===== config.mk =====
export PLATFORM = sky130hd
export DESIGN_NAME = disp_src_sel
export DESIGN_NICKNAME = d
export VERILOG_FILES = /design/src/rtl/disp_src_sel.sv
export SDC_FILE = /design/constraint.sdc
export NUM_CORES = 1
export LEC_CHECK = 0
export ABC_AREA = 0
export CORE_AREA = 8 8 117 119
export CTS_CLUSTER_DIAMETER = 100
export DETAILED_ROUTE_END_ITERATION = 7
export DIE_AREA = 0 0 125 127
export PLACE_DENSITY_LB_ADDON = 0.15
export SYNTH_ARGS = -nofsm -noshare
export SYNTH_HDL_FRONTEND = slang
export SYNTH_SLANG_ARGS = --single-unit

===== constraint.sdc =====
create_clock -name clk -period 2.7 [get_ports clk]
set_clock_uncertainty 0.05 [all_clocks]
set_input_delay 0.675 -clock clk [delete_from_list [all_inputs] [get_ports clk]]
set_output_delay 0.675 -clock clk [all_outputs]
set_load 0.1 [all_outputs]

===== src/rtl/disp_src_sel.sv =====
// Registered N-channel display-source selector feeding the hex/7-seg driver.
// Supports manual select, auto-rotate, freeze and off, with a blanking gap on every channel change.
module disp_src_sel #(
  parameter int N_CH      = 4,
  parameter int W         = 32,
  parameter int SEL_W     = 2,
  parameter int DWELL     = 50_000_000,
  parameter int BLANK_CYC = 4
) (
  input  logic              clk,
  input  logic              rst,
  input  logic [N_CH*W-1:0] data_in,
  input  logic [SEL_W-1:0]  sel,
  input  logic              sel_stb,
  input  logic [1:0]        mode,
  output logic [W-1:0]      out_data,
  output logic [SEL_W-1:0]  out_ch,
  output logic              out_valid,
  output logic              out_blank,
  output logic              sel_err
);

  localparam int DW_W = (DWELL > 2) ? $clog2(DWELL) : 1;
  localparam int BC_W = $clog2(BLANK_CYC + 1);

  localparam logic [DW_W-1:0]  DWELL_TC  = DW_W'(DWELL - 1);
  localparam logic [BC_W-1:0]  BLANK_LD  = BC_W'(BLANK_CYC);
  localparam logic [BC_W-1:0]  BLANK_ONE = BC_W'(1);
  localparam logic [SEL_W-1:0] LAST_CH   = SEL_W'(N_CH - 1);
  localparam logic [SEL_W:0]   N_CH_X    = (SEL_W + 1)'(N_CH);

  localparam logic [1:0] MODE_MANUAL = 2'b00;
  localparam logic [1:0] MODE_AUTO   = 2'b01;
  localparam logic [1:0] MODE_FREEZE = 2'b10;
  localparam logic [1:0] MODE_OFF    = 2'b11;

  typedef enum logic [1:0] {
    ST_RUN    = 2'd0,
    ST_BLANK  = 2'd1,
    ST_FREEZE = 2'd2,
    ST_OFF    = 2'd3
  } state_t;

  state_t           state_r,     state_s;
  state_t           resume_r,    resume_s;
  state_t           cur_s;
  logic [SEL_W-1:0] target_r,    target_s;
  logic [BC_W-1:0]  blank_cnt_r, blank_cnt_s;
  logic [DW_W-1:0]  dwell_cnt_r, dwell_cnt_s;
  logic [W-1:0]     out_data_r,  out_data_s;
  logic [SEL_W-1:0] out_ch_r,    out_ch_s;
  logic             out_valid_r, out_valid_s;
  logic             out_blank_r, out_blank_s;
  logic             sel_err_r,   sel_err_s;

  logic             sel_ok_s;
  logic             req_s;
  logic             bad_s;
  logic [SEL_W-1:0] next_ch_s;

  function automatic logic [W-1:0] pick_word(input logic [N_CH*W-1:0] d,
                                             input logic [SEL_W-1:0]  c);
    logic [W-1:0] r;
    r = {W{1'b0}};
    for (int k = 0; k < N_CH; k++) begin
      r = (c == SEL_W'(k)) ? d[k*W +: W] : r;
    end
    return r;
  endfunction

  assign sel_ok_s  = ({1'b0, sel} < N_CH_X);
  assign req_s     = sel_stb & sel_ok_s;
  assign bad_s     = sel_stb & ~sel_ok_s;
  assign next_ch_s = (out_ch_r == LAST_CH) ? {SEL_W{1'b0}} : (out_ch_r + SEL_W'(1));
  // A frozen block resumes whatever RUN/BLANK state it was frozen in.
  assign cur_s     = (state_r == ST_FREEZE) ? resume_r : state_r;

  // Next-state and next-output logic; mode takes priority over sel_stb.
  always_comb begin
    state_s     = state_r;
    resume_s    = resume_r;
    target_s    = target_r;
    blank_cnt_s = blank_cnt_r;
    dwell_cnt_s = dwell_cnt_r;
    out_data_s  = out_data_r;
    out_ch_s    = out_ch_r;
    out_valid_s = out_valid_r;
    out_blank_s = out_blank_r;
    sel_err_s   = 1'b0;

    case (mode)
      MODE_OFF: begin
        state_s     = ST_OFF;
        out_data_s  = {W{1'b0}};
        out_valid_s = 1'b0;
        out_blank_s = 1'b1;
      end

      MODE_FREEZE: begin
        case (state_r)
          ST_FREEZE: begin
            state_s = ST_FREEZE;
          end
          ST_OFF: begin
            // Thawing from OFF must still produce a full gap on the retained channel.
            state_s     = ST_FREEZE;
            resume_s    = ST_BLANK;
            target_s    = out_ch_r;
            blank_cnt_s = BLANK_LD;
            dwell_cnt_s = {DW_W{1'b0}};
          end
          default: begin
            state_s  = ST_FREEZE;
            resume_s = state_r;
          end
        endcase
      end

      default: begin
        sel_err_s = bad_s;
        state_s   = cur_s;
        case (cur_s)
          ST_OFF: begin
            state_s     = ST_BLANK;
            target_s    = out_ch_r;
            blank_cnt_s = BLANK_LD;
            dwell_cnt_s = {DW_W{1'b0}};
          end

          ST_RUN: begin
            if (req_s) begin
              state_s     = ST_BLANK;
              target_s    = sel;
              blank_cnt_s = BLANK_LD;
              dwell_cnt_s = {DW_W{1'b0}};
              out_data_s  = {W{1'b0}};
              out_valid_s = 1'b0;
              out_blank_s = 1'b1;
            end else if ((mode == MODE_AUTO) && (dwell_cnt_r == DWELL_TC)) begin
              state_s     = ST_BLANK;
              target_s    = next_ch_s;
              blank_cnt_s = BLANK_LD;
              dwell_cnt_s = {DW_W{1'b0}};
              out_data_s  = {W{1'b0}};
              out_valid_s = 1'b0;
              out_blank_s = 1'b1;
            end else begin
              state_s     = ST_RUN;
              dwell_cnt_s = (mode == MODE_AUTO) ? (dwell_cnt_r + DW_W'(1)) : {DW_W{1'b0}};
              out_data_s  = pick_word(data_in, out_ch_r);
              out_valid_s = 1'b1;
              out_blank_s = 1'b0;
            end
          end

          ST_BLANK: begin
            if (req_s) begin
              state_s     = ST_BLANK;
              target_s    = sel;
              blank_cnt_s = BLANK_LD;
              dwell_cnt_s = {DW_W{1'b0}};
            end else if (blank_cnt_r == BLANK_ONE) begin
              state_s     = ST_RUN;
              out_ch_s    = target_r;
              out_data_s  = pick_word(data_in, target_r);
              out_valid_s = 1'b1;
              out_blank_s = 1'b0;
            end else begin
              state_s     = ST_BLANK;
              blank_cnt_s = blank_cnt_r - BC_W'(1);
            end
          end

          default: begin
            state_s     = ST_BLANK;
            target_s    = out_ch_r;
            blank_cnt_s = BLANK_LD;
          end
        endcase

        if (mode == MODE_MANUAL) begin
          dwell_cnt_s = {DW_W{1'b0}};
        end else begin
          dwell_cnt_s = dwell_cnt_s;
        end
      end
    endcase
  end

  // State, counters and registered outputs.
  always_ff @(posedge clk or posedge rst) begin
    if (rst) begin
      state_r     <= ST_BLANK;
      resume_r    <= ST_BLANK;
      target_r    <= {SEL_W{1'b0}};
      blank_cnt_r <= BLANK_LD;
      dwell_cnt_r <= {DW_W{1'b0}};
      out_data_r  <= {W{1'b0}};
      out_ch_r    <= {SEL_W{1'b0}};
      out_valid_r <= 1'b0;
      out_blank_r <= 1'b1;
      sel_err_r   <= 1'b0;
    end else begin
      state_r     <= state_s;
      resume_r    <= resume_s;
      target_r    <= target_s;
      blank_cnt_r <= blank_cnt_s;
      dwell_cnt_r <= dwell_cnt_s;
      out_data_r  <= out_data_s;
      out_ch_r    <= out_ch_s;
      out_valid_r <= out_valid_s;
      out_blank_r <= out_blank_s;
      sel_err_r   <= sel_err_s;
    end
  end

  assign out_data  = out_data_r;
  assign out_ch    = out_ch_r;
  assign out_valid = out_valid_r;
  assign out_blank = out_blank_r;
  assign sel_err   = sel_err_r;

endmodule

==> reports/qor.log <==
[clock_tree] number of sinks handled by clock tree synthesis 71
[clock_tree] number of levels the H-tree was split into 3
[global_routing] maximum number of pins on one net before global-route repair 32
[clock_tree] Post-CTS Hold Buffers 0
[sta] Slew Limit Headroom 0.2017
[power] leakage dissipation 3.276 nW
[logic_synthesis] syn avg cell area 8.840 µm²
[route] router iterations before antenna repair 7
[logic_synthesis] post-synth cell types 64
[route] antenna violation net count after detailed routing 0
[route] total number of vias 5946
[route] vias per cell 6.213
[sta] number of pins with negative max-slew slack in the final report 0
[cells_and_area] share of cells above drive strength 1 0.2259
[route] sum of routed wire length over all layers 20290 µm
[power] peak ir drop on the vdd network 369.3 µV
[setup_path] data required time at the worst endpoint 2.86 ns
[logic_synthesis] leading register cell type out of synthesis dfrtp_1
[floorplan] starting utilization of the core area 0.4708
[clock_tree] clock latency on the worst-skew pair 0.33 ns
[route] DRC marker count from the first detailed-route iteration 782
[setup_path] maximum fanout along the worst path 20
[placed_design] placed wire-length estimate 15290 µm
[sta] highest achievable clock rate 395.5 MHz
[floorplan] horizontal extent of the die 125 µm
[global_routing] first-pass GRT wire length 31590 µm
[sta] time the worst path needs with I/O delays and setup 2.529 ns
[logic_synthesis] yosys synthesis warning count 0
[logic_synthesis] Cells after Synth 629
[clock_tree] number of instances resized during post-cts repair 1
[sta] Worst Max-Slew Pin Slew 1.195 ns
[clock_tree] register clock-pin slew on the reported worst setup and hold paths 0.06 ns
[route] Avg WL per Cell 21.21 µm
[floorplan] Rows 40
[setup_path] delay contributed by the slowest stage of the critical path 0.61 ns
[power] total power divided by cell area 567.6 nW/µm²
[sta] Hold Fails Final Rpt 0
[global_routing] total global routing overflow 0
[placed_design] total of buffers placed on input and output ports 170
[hold_path] Hold Path Class register to register
[floorplan] I/O pins 172
[setup_path] classification of the worst setup path register to register
[logic_synthesis] Synth Register Bits 71
[route] DR DRC count 0
[power] final total power 4.489 mW
[sta] worst hold margin 0.4274 ns
[flow_run] max-capacitance violation count 0
[logic_synthesis] number of synthesized flops with an enable pin 0
[placed_design] final estimated routing congestion in global placement 0.9116
[cells_and_area] count of inserted antenna diode cells 0
[clock_tree] buffer levels on the longest clock path 2
[setup_path] CP arrival 2.69 ns
[clock_tree] number of buffers inserted during clock tree synthesis 9
[floorplan] Die Footprint 15880 µm²
[sta] share of the clock period used by the worst path 0.9365
[setup_path] cell type of the slowest stage on the worst timing path ha_2
[cells_and_area] area grow syn2layout 42.24%
[logic_synthesis] combined area of all synthesized cells 5560 µm²
[status] outcome completed
[cells_and_area] layout net count 947
[global_routing] Overall Global Routing Usage 0.2447
[global_routing] antenna violations before repair 0
[setup_path] Critical Path End Type register
[clock_tree] number of buffers inserted to repair setup after CTS 0
[clock_tree] root buf cell clkbuf_16
[global_routing] vias in the first global route 5779
[sta] final setup violating endpoints 0
[clock_tree] clock tree from TritonCTS yes
[setup_path] worst path cell trace inv_1 -> ha_2 -> mux2_2 -> a222oi_1 -> buf_4 -> o2bb2ai_2
[logic_synthesis] async set-or-reset flop fraction in the synthesized netlist 1.000
[floorplan] core footprint 11810 µm²
[floorplan] DIE HEIGHT 127 µm
[logic_synthesis] sequential cell area fraction in the yosys report 0.3204
[sta] RSZ-0062 raised after global routing no
[setup_path] startpoint kind of the worst setup timing path register
[logic_synthesis] Synth Net Count 771
==> cells in the mapped netlist, types with 3 or more instances <==
cell | n | area, µm²
a21o_1 | 5 | 37.54
a21oi_1 | 46 | 230.2
a221o_1 | 5 | 50.05
a222oi_1 | 27 | 270.3
a22o_1 | 11 | 96.34
and2_1 | 5 | 31.28
and3_1 | 6 | 37.54
buf_1 | 3 | 11.26
buf_2 | 16 | 80.08
buf_4 | 3 | 22.52
buf_6 | 3 | 33.78
clkbuf_1 | 30 | 112.6
dfrtp_1 | 67 | 1677
dfstp_2 | 4 | 105.1
ha_1 | 7 | 87.58
inv_1 | 25 | 93.84
mux2_2 | 33 | 371.6
mux2i_1 | 18 | 180.2
mux4_2 | 5 | 112.6
nand2_1 | 88 | 330.3
nand2b_1 | 6 | 37.54
nand3_1 | 15 | 75.07
nand3b_1 | 10 | 75.07
nand4_1 | 8 | 50.05
nor2_1 | 16 | 60.06
nor3_1 | 6 | 30.03
o211ai_1 | 3 | 22.52
o21a_1 | 3 | 22.52
o21ai_0 | 63 | 315.3
o22ai_1 | 9 | 56.30
o2bb2ai_1 | 3 | 26.28
o2bb2ai_2 | 20 | 300.3
o31ai_1 | 5 | 37.54
or3_1 | 10 | 62.56
or4_1 | 6 | 45.04
xor2_1 | 5 | 43.79
==> worst max-delay path: cells and delay by family (launching register included) <==
family	cells	cell delay (ns)
fa+ha+maj	1	0.61
compound gates	2	0.57
flops	1	0.45
mux	1	0.40
buf+inv	2	0.31
==> metrics by stage <==
| step | TNS, ns | util | setup WS [ns] | std cells | area (µm²) |
|---|---|---|---|---|---|
| 2_1_floorplan | 0 | - | 0.02724 | 629 | 5563 |
| 3_3_place_gp | -1.228 | 0.6415 | -0.03805 | 941 | 7577 |
| 3_5_place_dp | -5.920 | 0.6415 | -0.1382 | 941 | 7577 |
| 4_1_cts | 0 | 0.6696 | 0.1932 | 957 | 7909 |
| 5_1_grt | 0 | 0.6696 | 0.04870 | 957 | 7909 |
| 6_report | 0 | 0.6696 | 0.1715 | 957 | 7909 |
==> power breakdown <==
part	switching, mW	internal [mW]
logic	1.24	0.748
clock network	0.434	0.834
registers	0.0764	1.16
total	1.75	2.74
==> flip-flops by register name, summed over array words and instances, names as in the netlist <==
name	flops
blank_cnt_r	3
out_valid	1
out_ch	2
resume_r	2
dwell_cnt_r	26
state_r	2
out_data	32
target_r	2
out_blank	1
==> cells in the final DEF, fill, tap and decap left out, types with 10 or more instances in the layout <==
cell type,count
a222oi_1,27
nor2_1,15
o2bb2ai_2,20
nand2_1,88
a21oi_1,46
inv_1,24
o21ai_0,63
or3_1,10
nand3_1,15
mux2i_1,18
a22o_1,11
clkdlybuf4s50_1,134
mux2_2,33
nand3b_1,10
dfrtp_1,64
buf_4,79
==> cells by family after synthesis <==
logic type / synth area share
xor+xnor: 0.009451
buf+inv: 0.06368
simple gates: 0.1820
mux: 0.1195
flops: 0.3204
fa+ha+maj: 0.01575
compound gates: 0.2885
other cells: 0.0006744
==> routing by layer <==
layer / GRT usage / part of all wire
met1: 0.3138 / 0.41
met2: 0.3953 / 0.46
met3: 0.04700 / 0.093
met4: 0.1074 / 0.035
met5: 0 / 0
==> final timing paths <==
path	from	end	slack (ns)	cells past startpoint
setup reg to reg	out_ch[0]	out_data[0]	0.17	6
hold reg to reg	out_blank	out_blank	0.43	2
max in group asynchronous	rst	out_blank	1.30	3
hold / removal	out_blank	out_blank	0.43	2
setup / recovery	out_ch[0]	out_data[0]	0.17	6
min in group asynchronous	rst	resume_r[1]	0.70	2
==> layout make-up <==
type                       count  area (µm²)
timing repair buffer         220        2074
clock buffer                  11       242.7
multi-input combinational    478        3447
sequential                    71        1785
fill                         960        3902
tap                          147       183.9
clock inverter                 5       81.33
inverter                      25       93.84
No activity file was read; power rests on OpenSTA's default activity.
